===== src/rtl/alu_reservation_station.sv =====
// ALU reservation station: DEPTH entries with CDB wakeup/bypass, one valid/ready issue port, 1-cycle minimum residency.
// In_Ready comes from registered occupancy only. Define RS_AGE_ORDER_EN for oldest-first selection (default: lowest index).
module alu_reservation_station #(
  parameter int DEPTH  = 4,
  parameter int TAG_W  = 3,
  parameter int DATA_W = 32
) (
  input  logic                       i_clk,
  input  logic                       i_reset_n,
  input  logic                       i_flush,
  input  logic                       i_in_valid,
  output logic                       o_in_ready,
  input  logic [4:0]                 i_in_op,
  input  logic [3:0]                 i_in_cond,
  input  logic [4:0]                 i_in_shamt5,
  input  logic [1:0]                 i_in_sh,
  input  logic                       i_in_alusrc,
  input  logic [DATA_W-1:0]          i_in_ext_imm,
  input  logic [DATA_W-1:0]          i_in_rd1,
  input  logic [DATA_W-1:0]          i_in_rd2,
  input  logic [1:0]                 i_in_busy,
  input  logic [TAG_W-1:0]           i_in_tag1,
  input  logic [TAG_W-1:0]           i_in_tag2,
  input  logic [TAG_W-1:0]           i_in_dest,
  input  logic                       i_cdb_valid,
  input  logic [TAG_W-1:0]           i_cdb_tag,
  input  logic [DATA_W-1:0]          i_cdb_data,
  output logic                       o_exec_valid,
  input  logic                       i_exec_ready,
  output logic [4:0]                 o_exec_op,
  output logic [3:0]                 o_exec_cond,
  output logic [4:0]                 o_exec_shamt5,
  output logic [1:0]                 o_exec_sh,
  output logic                       o_exec_alusrc,
  output logic [DATA_W-1:0]          o_exec_src_a,
  output logic [DATA_W-1:0]          o_exec_src_b,
  output logic [TAG_W-1:0]           o_exec_dest,
  output logic [$clog2(DEPTH+1)-1:0] o_count
);
  localparam int IDX_W = $clog2(DEPTH);
  localparam int CNT_W = $clog2(DEPTH+1);

  typedef struct packed {
    logic [4:0]        op;
    logic [3:0]        cond;
    logic [4:0]        shamt5;
    logic [1:0]        sh;
    logic              alusrc;
    logic [DATA_W-1:0] src_a;
    logic [DATA_W-1:0] src_b;
    logic [TAG_W-1:0]  dest;
  } uop_t;

  uop_t             r_uop [DEPTH];
  logic [TAG_W-1:0] r_tag_a [DEPTH];
  logic [TAG_W-1:0] r_tag_b [DEPTH];
  logic [DEPTH-1:0] r_vld, r_pend_a, r_pend_b;
  uop_t             r_exec;
  logic             r_exec_vld;
  logic [CNT_W-1:0] r_count;

  logic [DEPTH-1:0] w_rdy;
  logic             w_sel_vld, w_issue, w_append, w_in_ready;
  logic [IDX_W-1:0] w_sel_idx, w_free_idx;
  logic             w_byp_a, w_byp_b, w_new_pend_a, w_new_pend_b;
  logic [DATA_W-1:0] w_new_a, w_new_b;

`ifdef RS_AGE_ORDER_EN
  logic [IDX_W-1:0] r_age [DEPTH];
  logic [IDX_W-1:0] w_best_age;

  always_comb begin
    w_sel_vld  = 1'b0;
    w_sel_idx  = '0;
    w_best_age = '0;
    for (int i = 0; i < DEPTH; i++) begin
      if (w_rdy[i] && (!w_sel_vld || r_age[i] < w_best_age)) begin
        w_sel_vld  = 1'b1;
        w_sel_idx  = IDX_W'(i);
        w_best_age = r_age[i];
      end
    end
  end

  // AGE counts older valid entries; closing the gap left by the issued entry keeps ages dense.
  always_ff @(posedge i_clk) begin
    if (!i_reset_n) begin
      for (int i = 0; i < DEPTH; i++) r_age[i] <= '0;
    end else begin
      for (int i = 0; i < DEPTH; i++)
        if (w_issue && r_vld[i] && r_age[i] > w_best_age) r_age[i] <= r_age[i] - 1'b1;
      if (w_append) r_age[w_free_idx] <= IDX_W'(r_count - CNT_W'(w_issue));
    end
  end
`else
  always_comb begin
    w_sel_vld = 1'b0;
    w_sel_idx = '0;
    for (int i = DEPTH-1; i >= 0; i--) begin
      if (w_rdy[i]) begin
        w_sel_vld = 1'b1;
        w_sel_idx = IDX_W'(i);
      end
    end
  end
`endif

  always_comb begin
    w_free_idx = '0;
    for (int i = DEPTH-1; i >= 0; i--)
      if (!r_vld[i]) w_free_idx = IDX_W'(i);
  end

  assign w_rdy      = r_vld & ~r_pend_a & ~r_pend_b;
  assign w_in_ready = (r_count != CNT_W'(DEPTH));
  assign w_append   = i_in_valid & w_in_ready & ~i_flush;
  assign w_issue    = w_sel_vld & (~r_exec_vld | i_exec_ready) & ~i_flush;

  // Same-cycle CDB bypass on append.
  assign w_byp_a      = i_cdb_valid && (i_cdb_tag == i_in_tag1);
  assign w_byp_b      = i_cdb_valid && (i_cdb_tag == i_in_tag2);
  assign w_new_pend_a = i_in_busy[0] & ~w_byp_a;
  assign w_new_pend_b = ~i_in_alusrc & i_in_busy[1] & ~w_byp_b;
  assign w_new_a      = (i_in_busy[0] & w_byp_a) ? i_cdb_data : i_in_rd1;
  assign w_new_b      = i_in_alusrc ? i_in_ext_imm :
                        (i_in_busy[1] & w_byp_b) ? i_cdb_data : i_in_rd2;

  always_ff @(posedge i_clk) begin
    if (!i_reset_n) begin
      r_vld      <= '0;
      r_exec_vld <= 1'b0;
      r_count    <= '0;
    end else if (i_flush) begin
      r_vld      <= '0;
      r_exec_vld <= 1'b0;
      r_count    <= '0;
    end else begin
      if (w_issue)  r_vld[w_sel_idx]  <= 1'b0;
      if (w_append) r_vld[w_free_idx] <= 1'b1;
      r_exec_vld <= w_issue | (r_exec_vld & ~i_exec_ready);
      r_count    <= r_count + CNT_W'(w_append) - CNT_W'(w_issue);
    end
  end

  // Payload and pending flags are only meaningful while the entry is valid, so they need no reset.
  always_ff @(posedge i_clk) begin
    for (int i = 0; i < DEPTH; i++) begin
      if (r_vld[i] && r_pend_a[i] && i_cdb_valid && i_cdb_tag == r_tag_a[i]) begin
        r_pend_a[i]       <= 1'b0;
        r_uop[i].src_a    <= i_cdb_data;
      end
      if (r_vld[i] && r_pend_b[i] && i_cdb_valid && i_cdb_tag == r_tag_b[i]) begin
        r_pend_b[i]       <= 1'b0;
        r_uop[i].src_b    <= i_cdb_data;
      end
    end
    if (w_append) begin
      r_uop[w_free_idx]    <= '{op: i_in_op, cond: i_in_cond, shamt5: i_in_shamt5, sh: i_in_sh,
                                alusrc: i_in_alusrc, src_a: w_new_a, src_b: w_new_b, dest: i_in_dest};
      r_pend_a[w_free_idx] <= w_new_pend_a;
      r_pend_b[w_free_idx] <= w_new_pend_b;
      r_tag_a[w_free_idx]  <= i_in_tag1;
      r_tag_b[w_free_idx]  <= i_in_tag2;
    end
  end

  always_ff @(posedge i_clk) begin
    if (!i_reset_n)   r_exec <= '0;
    else if (w_issue) r_exec <= r_uop[w_sel_idx];
  end

  assign o_in_ready    = w_in_ready;
  assign o_exec_valid  = r_exec_vld;
  assign o_exec_op     = r_exec.op;
  assign o_exec_cond   = r_exec.cond;
  assign o_exec_shamt5 = r_exec.shamt5;
  assign o_exec_sh     = r_exec.sh;
  assign o_exec_alusrc = r_exec.alusrc;
  assign o_exec_src_a  = r_exec.src_a;
  assign o_exec_src_b  = r_exec.src_b;
  assign o_exec_dest   = r_exec.dest;
  assign o_count       = r_count;
endmodule

===== config.mk =====
export PLATFORM = sky130hd
export DESIGN_NAME = alu_reservation_station
export DESIGN_NICKNAME = d
export VERILOG_FILES = /design/src/rtl/alu_reservation_station.sv
export SDC_FILE = /design/constraint.sdc
export NUM_CORES = 1
export LEC_CHECK = 0
export ABC_CLOCK_PERIOD_IN_PS = 4900
export BUFFER_PORTS_ARGS = -buffer_cell sky130_fd_sc_hd__buf_4
export CAP_MARGIN = 40
export CELL_PAD_IN_SITES_DETAIL_PLACEMENT = 0
export CELL_PAD_IN_SITES_GLOBAL_PLACEMENT = 2
export CORE_UTILIZATION = 40
export DETAILED_ROUTE_END_ITERATION = 8
export PLACE_DENSITY = 0.8
export SLEW_MARGIN = 0
export SYNTH_ARGS = -nofsm -noshare
export SYNTH_HDL_FRONTEND = slang
export SYNTH_SLANG_ARGS = --single-unit
export TNS_END_PERCENT = 1

===== constraint.sdc =====
create_clock -name i_clk -period 4.9 [get_ports i_clk]
set_input_delay 0.98 -clock i_clk [delete_from_list [all_inputs] [get_ports i_clk]]
set_output_delay 0.98 -clock i_clk [all_outputs]
set_load 0.05 [all_outputs]

==> results of run 1 <==
sequential cells by signal, indices dropped and copies added, names as in the netlist:
signal and cells:
o_exec_alusrc 1, o_exec_valid 1, o_exec_shamt5 5, r_tag_a 12
r_pend_b 4, o_exec_sh 2, r_tag_b 12, o_count 3
o_exec_cond 4, o_exec_dest 3, r_vld 4, r_pend_a 4
o_exec_src_b 32, o_exec_src_a 32, r_uop 336, o_exec_op 5
path summary, 6_finish.rpt:
check,startpoint,slack (ns),to
setup / recovery,r_vld[1],1.23,r_uop[2][55]
hold / removal,r_pend_a[3],0.47,r_pend_a[3]
setup reg to reg,r_vld[1],1.23,r_uop[2][55]
hold reg to reg,r_pend_a[3],0.47,r_pend_a[3]
worst max-delay path, delay by kind of cell, from the launching register on:
family	cells	cell delay [ns]
muxes	1	0.36
buffers and inverters	2	1.06
AOI/OAI and AO/OA	1	0.65
and+or+nand+nor	1	0.75
DFF	1	0.52
logic make-up after synthesis:
logic type,synth area share
flip-flops,0.593
AND/OR/NAND/NOR,0.0918
buffers and inverters,0.0398
XOR/XNOR,0.0130
AO/OA/AOI/OAI,0.193
adder cells (fa/ha/maj),0.00209
multiplexers,0.0668
cell type report:
type                    count  area [um2]
clock buffers              76        1430
multi-input cells        1025        8110
inverters                  19        76.3
repair buffers            312        2620
clock inverters            19         153
fillers                  4748       26900
well taps                 688         861
flip-flops and latches    460       12800
metal layers:
metal  share of wire  routed length, um  up-vias
met5               0                  0        -
li1                -                  -     7071
met1            0.43              30300     8210
met4           0.020               1400        0
met2            0.49              34300      598
met3           0.060               4230       91
metrics by stage:
step | hold slack (ns) | total power (uW) | std cells | instance area [um2]
finish | 0.472 | 8950 | 2599 | 26100
global route | 0.499 | 9220 | 2599 | 26100
CTS | 0.469 | 9010 | 2597 | 26100
detailed placement | 0.461 | 5340 | 2502 | 24500
global placement | 0.456 | 5300 | 2482 | 24100
floorplan | 0.432 | 4900 | 1680 | 21600
cells in the final DEF (no fill, tap or decap), drive strengths merged, types with 5 or more instances in the layout:
cell | netlist | final
a2bb2oi | 124 | 124
a211oi | 84 | 84
nand4 | 5 | 5
inv | 17 | 18
mux2 | 128 | 128
o2bb2ai | 12 | 12
xnor2 | 21 | 21
clkbuf | 108 | 76
nor2 | 93 | 93
nor4bb | 84 | 84
a31oi | 85 | 85
o21ai | 5 | 5
dfxtp | 100 | 100
nand2 | 88 | 88
a21oi | 92 | 92
buf | 68 | 312
o31ai | 33 | 33
edfxtp | 360 | 360
xor2 | 11 | 11
nand2b | 35 | 35
clkinv | 2 | 18
o221a | 84 | 84
power by group through the flow:
stage                     logic, uW  registers [uW]  clock network [uW]
after floorplan                 450            4450                   0
after global placement          824            4480                   0
after detailed placement        857            4480                   0
after CTS                       860            4400                3750
after global routing            910            4410                3900
final                           859            4400                3690
==> results, run 1 <==
- The number of I/O port buffers is 253.
- The number of buffers created by CTS is 51.
- Across the run, the number of max-cap violations was 0.
- The initial antenna violation count was 0.
- For this run, global-route usage on met1 was measured as 0.350.
- The net count reported at finish is 2037.
- A synthesized cell averages 12.9 um2.
- The global-route track usage on met2 is 0.422.
- In the synthesized netlist, the number of instances is 1680.
- For this design, the slowest cell found on the critical path is or4b_1.
- For this run, design rule violations remaining after detail routing come to 0.
- For the worst setup path, the data required time is 5.26 ns.
- The total clock sinks is 460.
- The most instantiated library cell after synthesis is edfxtp_1.
- The worst setup path is captured at a flip-flop.
- Of the post-synthesis cell area, the dominant cell type holds 0.501.
- The routed design could run at a clock period as short as 3.67 ns.
- For this design the static power due to leakage is 0.00910 uW.
- At the worst endpoint, the arrival time is 4.03 ns.
- The H-tree generated during clock tree synthesis spans 2 levels.
- The core region is 53000 um2.
- The count of nets left with antenna violations once routing finished came out at 0.
- The pin count of the biggest net entering global routing is 69.
- The aggregate negative setup slack is 0 ns.
- The peak fanout along the critical path is 68.
- Counting flops and latches in the post-synthesis netlist gives 460.
- The post-detailed-route via-to-cell ratio is 6.14.
- At the pin with the least slew margin, the transition time is 0.977 ns.
- The floorplan die height is 234 um.
- In the global route stage, met3 resource usage came out at 0.0330.
- By instance count, the cell type seen most on the critical path is buf_4.
- The number of hold violations in the final report was 0.
- The share of the Yosys chip area taken by registers is 0.593.
- The max-slew violation count is 0.
- The clock tree from TritonCTS is done.
- The total I/O pin count is 254.
- In the finished design, the share of the clock period the worst path needs comes to 0.749.
- Measured in cells, the most critical reg-to-reg path has a length of 5.
- The via count of the first global-routing pass is 16000.
- Of all cell types, the one taking the most synthesized area is edfxtp_1.
- Dividing the detail-routed wire length by the instance count gives 27.0 um.
- The routed layout has 16000 vias.
- Yosys mapped the design onto 50 distinct sky130hd cell types.
- In the post-synthesis netlist, the biggest area contributors are edfxtp_1, dfxtp_1, mux2_2, a2bb2oi_1, o221a_2.
- For this run the aggregate overflow at the end of global routing stands at 0.
- Detailed placement ended at an HPWL of 43000 um.
- The critical setup path kind is reg2reg.
- Clock latency on the worst-skew pair, taken at its later pin, is 0.61 ns.
- The share of total power in the clock network is 0.413.
- Row generation in the floorplan step produced 84 rows.
- For this design the total switching power over the nets is 2230 uW.
- The tightest min-delay check is of the reg2reg type.
- The worst max-slew margin expressed relative to the limit is 0.343.
- Counting flops with a built-in enable in the synthesized netlist gives 360.
- The number of iterations in the first detailed-routing pass is 8.
- The flow ran to the end, and the final reports show no timing, DRC or antenna violations.
- The global-route wire length before repair is 104000 um.
- The most instantiated flip-flop cell in the synthesis netlist is edfxtp_1.
- The busiest layer in global routing is met2.
- The share of flip-flops with an asynchronous set or reset is 0.
- The effective utilization at floorplan is 0.408.
- For this block, the routed nets add up to 70300 um of wire.
- The maximum VDD drop is 221 uV.
- The number of DRC markers in iteration 0 is 1318.
- Based on the critical path, the design can be clocked at up to 272 MHz.
- The area growth from synthesis to layout is 20.8%.
- The worst hold path was traced through 2 stages.
- Clock skew on the completed layout was measured at 0.0206 ns.
- The power density relative to cell area is 343 nW/um2.
- Of the total power, registers draw 0.492.
- After synthesis, the most frequently instantiated cells are edfxtp_1, a2bb2oi_1, mux2_2, clkbuf_1, dfxtp_1.
- The root buffer cell chosen for the clock tree is clkbuf_16.
- The switching portion of total power is 0.249.
- Setup repair after global routing left no endpoint under its margin.
- The weighted congestion at the end of routability-driven global placement is 0.797.
- Internal power comes to 6730 uW.
- No sink is reached through more buffers than the 3 on the longest clock path.
- The area of the mapped netlist is 21600 um2.
- The total routing resource utilization after global routing is 0.255.
- The number of buffers added to fix hold violations after cts is 0.
- The startpoint class of the critical path is a flip-flop.
- The share of total power dissipated in combinational logic is 0.096.
- Once layout is complete, the utilization of the core stands at 0.492.
- Setup slack closes at 1.23 ns.
- Setup violations remaining at the end of the flow were counted as 0.
- The diode insertion count for antenna repair is 0.
- Before CTS, the worst setup slack after placement is 1.18 ns.
- The largest single stage delay on the critical path is 0.75 ns.
- The die is 234 um wide.
- The critical path goes through buf_4 > or4b_1 > a21oi_4 > buf_4 > mux2_2.
- Once the clock tree was built, the resizer swapped 0 gates to a different size.
- The setup fix buffers added after clock tree synthesis is 0.
- The net count after synthesis is 1848.
- In the final layout, the share of cells above drive strength 1 is 0.327.
- The count of yosys warnings during synthesis is 0.
- The clock-pin transition on the worst setup and hold timing paths is 0.06 ns.
- The die covers 54900 um2.
No activity file was read; power rests on OpenSTA's default activity.
==> inputs of run 2 (changes only) <==
Settings changed: ABC_CLOCK_PERIOD_IN_PS 4900 to 3600.
Clock period 4.9 ns to 3.6 ns, I/O delays scaled along.
==> results, run 2 (synthesis gave the netlist of run 1 again) <==
- The library cells used most frequently in the layout, excluding fill and tap cells, are edfxtp_1, buf_4, a2bb2oi_1.
- The net count reported at finish is 2040 (+0.15%).
- The pin count of the biggest net entering global routing is 87 (+26%).
- STA classifies the critical path startpoint as a flip-flop.
- The total I/O pin count is 254 (unchanged).
- The worst setup path is of the reg2reg kind.
- The startpoint of the most critical hold path is i_in_shamt5[4].
- Setup repair after global routing left no endpoint under its margin.
- The total clock sinks is 460 (unchanged).
- The share of total power in the clock network came to 0.430 (+0.017).
- The number of I/O port buffers is 253 (unchanged).
- The tree is rooted in a clkbuf_16.
- The setup fix buffers added after clock tree synthesis is 0 (unchanged).
- The depth of the worst register-to-register path was 6 (+1).
- The clock tree from TritonCTS is done.
- The largest register by flop count is r_uop.
- The number of iterations in the first detailed-routing pass is 5 (-3).
- The routed via count is 15700 (-1.9%).
- The global route total overflow is 0 (unchanged).
- The run finished with clean final reports.
- The final worst-path cycle share is 0.801 (+0.0514).
- The clock insertion delay at the later pin of the skew report is 0.59 ns (-0.02 ns).
- The data arrival at the endpoint of the critical path is 3.37 ns (-0.66 ns).
- The routed wire length is 68900 um (-1.9%).
- The deepest clock path buffer count is 3 (unchanged).
- In this run the worst setup path terminates at o_exec_src_b[28].
- The endpoint identified for the worst register-to-register timing path is o_exec_src_b[28].
- The final antenna-violating net count is 0 (unchanged).
- The initial antenna violation count is 1 (+1).
- The final-layout worst hold slack is 0.336 ns (-0.136 ns).
- The reg2reg setup slack is 0.72 ns (-0.51 ns).
- The net switching power of the design is 3010 uW (+35%).
- The largest stage delay on the critical path came to 0.69 ns (-0.06 ns).
- The area overhead of the layout relative to synthesis is 21.5%.
- The critical path goes through or3b_4 > buf_4 > a31o_4 > buf_4 > nand2_1 > a211oi_1.
- The number of DRC markers in iteration 0 is 1281 (-2.8%).
- The kind of capture point of the worst setup path is a flip-flop.
- The CTS H-tree depth came to 2 (unchanged).
- Leaving out fill and tap cells, the most frequent cell in the layout is edfxtp_1.
- The critical path's top delay family is buffers and inverters.
- The aggregate negative setup slack is 0 ns (unchanged).
- The maximum VDD drop is 342 uV (+54%).
- The launching point of the worst reg2reg path is r_pend_b[1].
- The top achievable clock speed is 347 MHz (+27%).
- The worst-margin pin slew is 0.971 ns (-0.00677 ns).
- The peak fanout along the critical path is 43 (-37%).
- The max-slew violation count is 0 (unchanged).
- The weighted congestion at the end of routability-driven global placement is 0.794 (-0.40%).
- The detailed-route wire length per cell came to 26.5 um (-1.9%).
- The effective utilization at floorplan was 0.408 (unchanged).
- The total routing resource utilization after global routing is 0.248 (-0.00647).
- The via count of the first global-routing pass is 15800 (-1.2%).
- The fraction of final layout cells with drive strength greater than 1 is 0.334 (+0.00785).
- The final clock skew is 0.0173 ns (-0.00325 ns).
- The timing startpoint of the critical path is r_pend_b[1].
- The type of the tightest min-delay check is in2reg.
- The diode insertion count for antenna repair was 0 (unchanged).
- The worst max-slew margin expressed relative to the limit is 0.347 (+0.00455).
- The largest individual stage delay along the critical path comes from the cell dfxtp_4.
- The power density relative to cell area was 478 nW/um2 (+39%).
- The clock-pin transition on the worst setup and hold timing paths was 0.06 ns (about the same).
- The width of the die was 234 um (unchanged).
- The total die area is 54900 um2 (unchanged).
- The internal power component is 9530 uW (+42%).
- The placed wire-length estimate came to 41000 um (-4.6%).
- The floorplan die height is 234 um (unchanged).
- The fraction of power consumed by combinational cells is 0.092 (-0.004).
- The number of cells on the critical path came to 6 (+1).
- The global-route wire length before repair is 101000 um (-3.2%).
- The number of buffers and inverters on the critical path came to 2 (unchanged).
- The minimum clock period after layout is 2.88 ns (-0.789 ns).
- The switching portion of total power came to 0.240 (-0.00867).
- The required time of the worst setup path is 4.09 ns (-1.17 ns).
- The setup-violating endpoint count in the final report came to 0 (unchanged).
- The total of cells resized after clock tree synthesis is 0 (unchanged).
- The total core area is 53000 um2 (unchanged).
- The number of placement rows came to 84 (unchanged).
- The DRC violations left was 0 (unchanged).
- The final core area utilization came to 0.495 (+0.00314).
- The leakage power is 0.00918 uW (+0.82%).
- By instance count, the cell type seen most on the critical path is buf_4.
- The total chip power is 12500 uW (+40%).
- The post-detailed-route via-to-cell ratio is 6.03 (-1.9%).
- The fraction of power consumed by sequential logic was 0.477 (-0.015).
- The number of buffers created by CTS came to 50 (-2.0%).
- The count of max-cap constraint violations was 0 (unchanged).
- The number of buffers added to fix hold violations after cts was 0 (unchanged).
- The number of hold violations in the final report is 0 (unchanged).
- The flip-flop count of the largest register after layout is 336 (unchanged).
## run 2: cell types whose count changed in the layout (fill, tap and decap cells not counted), sizes merged
cell / before / now
bufinv: 2 / 7
clkinvlp: 0 / 3
clkbuf: 76 / 69
clkinv: 18 / 12
inv: 18 / 19
buf: 312 / 316
## run 2: area by class of cell
type / count / area [um2]
Inverter: 19 / 76.3
Fill cell: 4663 / 26700
Multi-Input combinational cell: 1025 / 8110
Tap cell: 688 / 861
Clock inverter: 22 / 299
Clock buffer: 69 / 1420
Timing Repair Buffer: 316 / 2650
Sequential cell: 460 / 12800
## run 2: metal layers
layer,GRT usage,vias up,routed length [um]
met5,0,-,0
met4,0.0724,0,1650
met3,0.0512,94,4640
met2,0.416,543,33700
met1,0.323,7951,29000
li1,-,7079,-
## run 2: stage by stage
step                      cells  instance area [um2]  setup WS [ns]
after global routing       2599                26200          0.588
after CTS                  2599                26200          0.734
after global placement     2504                24400          0.670
after floorplan            1680                21600         -0.348
after detailed placement   2508                24500          0.637
final                      2599                26200          0.717
## run 2: worst min path at each step
stage | endpoint | slack (ns) | cells after the start
2_1_floorplan | r_pend_a[3] | 0.43 | 2
3_3_place_gp | r_pend_a[3] | 0.46 | 2
3_5_place_dp | r_pend_a[3] | 0.47 | 2
4_1_cts | r_uop[3][68] | 0.31 | 1
5_1_grt | r_uop[1][2] | 0.31 | 1
6_report | r_uop[1][74] | 0.34 | 1
## run 2: power groups by stage
stage | clock [uW] | sequential [uW] | combinational, uW
6_report | 5400 | 5980 | 1160
3_5_place_dp | 0 | 6090 | 1160
2_1_floorplan | 0 | 6060 | 613
3_3_place_gp | 0 | 6090 | 1130
5_1_grt | 5680 | 5990 | 1230
4_1_cts | 5490 | 5980 | 1160
==> inputs of run 3 (changes only) <==
Settings changed: ABC_CLOCK_PERIOD_IN_PS 3600 to 2500, CORE_UTILIZATION 40 to 36, PLACE_DENSITY 0.8 to 0.76.
Clock period 3.6 ns to 2.5 ns, I/O delays scaled along.
==> results, run 3 (synthesis gave the netlist of run 1 again) <==
- The fraction of final layout cells with drive strength greater than 1 came to 0.352 (+0.0179).
- The area occupied by registers came to 12800 um2 (unchanged).
- The final clock skew is 0.0278 ns (+0.0105 ns).
- Setup repair after global routing could not meet its margin everywhere.
- The detailed-route wire length per cell is 26.4 um (-0.45%).
- The area growth from synthesis to layout is 24.6%.
- The setup-violating endpoint count in the final report was 0 (unchanged).
- The cell at the slowest stage of the critical path is a2111oi_4.
- The run finished, with violations left.
- The signal on the critical path passes through buf_4 > nand3_1 > a2111oi_4 > a21boi_4 > buf_12 > mux2_2.
- The total clock sinks came to 460 (unchanged).
- The weighted congestion at the end of routability-driven global placement is 0.793 (-0.14%).
- The worst max-slew margin expressed relative to the limit is 0.595 (+0.248).
- The critical path's top delay family is compound AO/OA/AOI/OAI gates.
- The power density relative to cell area is 666 nW/um2 (+39%).
- The pin count of the biggest net entering global routing is 89 (+2.3%).
- The total non-filler cell area in the finished layout is 26900 um2 (+2.5%).
- The number of I/O port buffers came to 253 (unchanged).
- The minimum clock period after layout is 2.41 ns (-0.470 ns).
- The max-slew violation count is 0 (unchanged).
- The number of iterations in the first detailed-routing pass is 7 (+2).
- The largest register by flop count is r_uop.
- The number of buffers created by CTS is 50 (unchanged).
- The deepest clock path buffer count is 3 (unchanged).
- The width of the die came to 247 um (+5.4%).
- The CTS H-tree depth is 2 (unchanged).
- The maximum VDD drop is 494 uV (+45%).
- The effective utilization at floorplan came to 0.365 (-0.0425).
- The worst setup path is captured at a flip-flop.
- The number of buffers added to fix hold violations after cts is 0 (unchanged).
- The total core area was 59100 um2 (+12%).
- The count of max-cap constraint violations is 0 (unchanged).
- The pre-CTS setup slack came to -0.0540 ns (-0.691 ns).
- The aggregate negative setup slack is 0 ns (unchanged).
- The peak fanout along the critical path came to 32 (-26%).
- The number of buffers and inverters on the critical path is 2 (unchanged).
- The final antenna-violating net count is 0 (unchanged).
- The net count reported at finish is 2094 (+2.6%).
- The number of placement rows is 89 (+6.0%).
- The post-route worst setup slack is 0.0870 ns (-0.630 ns).
- The startpoint class of the critical path is a flip-flop.
- The area used by multi-input combinational logic is 8120 um2 (+0.12%).
- The checks that failed: DRC.
- The clock insertion delay at the later pin of the skew report is 0.60 ns (about the same).
- The number of hold violations in the final report came to 0 (unchanged).
- The clock tree from TritonCTS is done.
- The global route total overflow is 0 (unchanged).
- The routed wire length is 72400 um (+5.0%).
- The via count of the first global-routing pass is 16200 (+2.7%).
- The floorplan die height is 247 um (+5.4%).
- The top cell types in the final layout, fill and taps aside, are edfxtp_1, buf_4, a2bb2oi_1.
- The largest stage delay on the critical path came to 0.50 ns (-0.19 ns).
- The DRC violations left was 22 (+22).
- The required time of the worst setup path is 2.85 ns (-1.24 ns).
- The number of fill cells in the layout is 5382 (+15%).
- The top achievable clock speed is 414 MHz (+19%).
- The routed via count is 15800 (+1.1%).
- The data arrival at the endpoint of the critical path came to 2.76 ns (-0.61 ns).
- The post-detailed-route via-to-cell ratio came to 5.78 (-4.1%).
- The global-route wire length before repair came to 106000 um (+5.4%).
- The leakage power is 0.00948 uW (+3.3%).
- The worst-margin pin slew is 0.607 ns (-0.364 ns).
- The library cell used most frequently in the layout, excluding fill and tap cells, is edfxtp_1.
- The flip-flop count of the largest register after layout was 336 (unchanged).
- The critical path is of the reg2reg type.
- The placed wire-length estimate is 44000 um (+7.3%).
- The number of DRC markers in iteration 0 is 1153 (-10%).
- The total die area is 61000 um2 (+11%).
- The placed instance area is 25200 um2 (+2.9%).
- The initial antenna violation count is 5 (+4).
- The tree is rooted in a clkbuf_16.
- The final worst-path cycle share is 0.965 (+0.164).
- The total routing resource utilization after global routing is 0.236 (-0.0118).
- The total I/O pin count came to 254 (unchanged).
- The clock-pin transition on the worst setup and hold timing paths is 0.06 ns (about the same).
- The type of the tightest min-delay check is in2reg.
## run 3: timing repair
| action | in CTS | in global routing |
|---|---|---|
| setup endpoints to repair | 26 | 22 |
| gates cloned | 0 | 0 |
| setup buffers | 0 | 1 |
| gates resized for setup | 2 | 3 |
| hold endpoints to repair | 0 | 0 |
| pin swaps | 0 | 1 |
## run 3: through the flow
stage / util / power, uW / hold WS [ns] / instances
finish: 0.455 / 17900 / 0.108 / 2741
floorplan: - / 9600 / 0.432 / 1680
global route: 0.455 / 18400 / 0.0957 / 2741
global placement: 0.426 / 10500 / 0.470 / 2644
detailed placement: 0.427 / 10600 / 0.476 / 2646
CTS: 0.455 / 18100 / 0.0845 / 2739
## run 3: layout make-up
| class | instances | area share |
|---|---|---|
| antenna | 1 | 0.0000930 |
| clock buffer | 67 | 0.0526 |
| clock inverter | 26 | 0.00870 |
| inverter | 19 | 0.00284 |
| multi-input combinational | 1025 | 0.302 |
| sequential | 460 | 0.477 |
| tap | 773 | 0.0359 |
| timing repair buffer | 370 | 0.121 |
## run 3: where the power goes
group	total, uW	leakage (uW)	switching [uW]	internal, uW
clock	7480	0.000815	3100	4380
sequential	8470	0.00408	57.5	8410
combinational	1990	0.00458	1250	739
## run 3: layer usage
metal  vias to the layer above  wire, um  global-route usage
met2                       477     36000               0.400
li1                       7194         -                   -
met3                       107      3970              0.0410
met1                      8061     30000               0.301
met5                         -        54                   0
met4                         8      2360              0.0870
## run 3: worst paths after layout
path                  end  slack, ns  cells after the start      startpoint
max reg2reg  r_uop[0][43]       0.09                      6        r_vld[1]
max          r_uop[0][43]       0.09                      6        r_vld[1]
min          r_uop[2][74]       0.11                      1  i_in_shamt5[4]
min reg2reg   r_pend_a[3]       0.49                      2     r_pend_a[3]
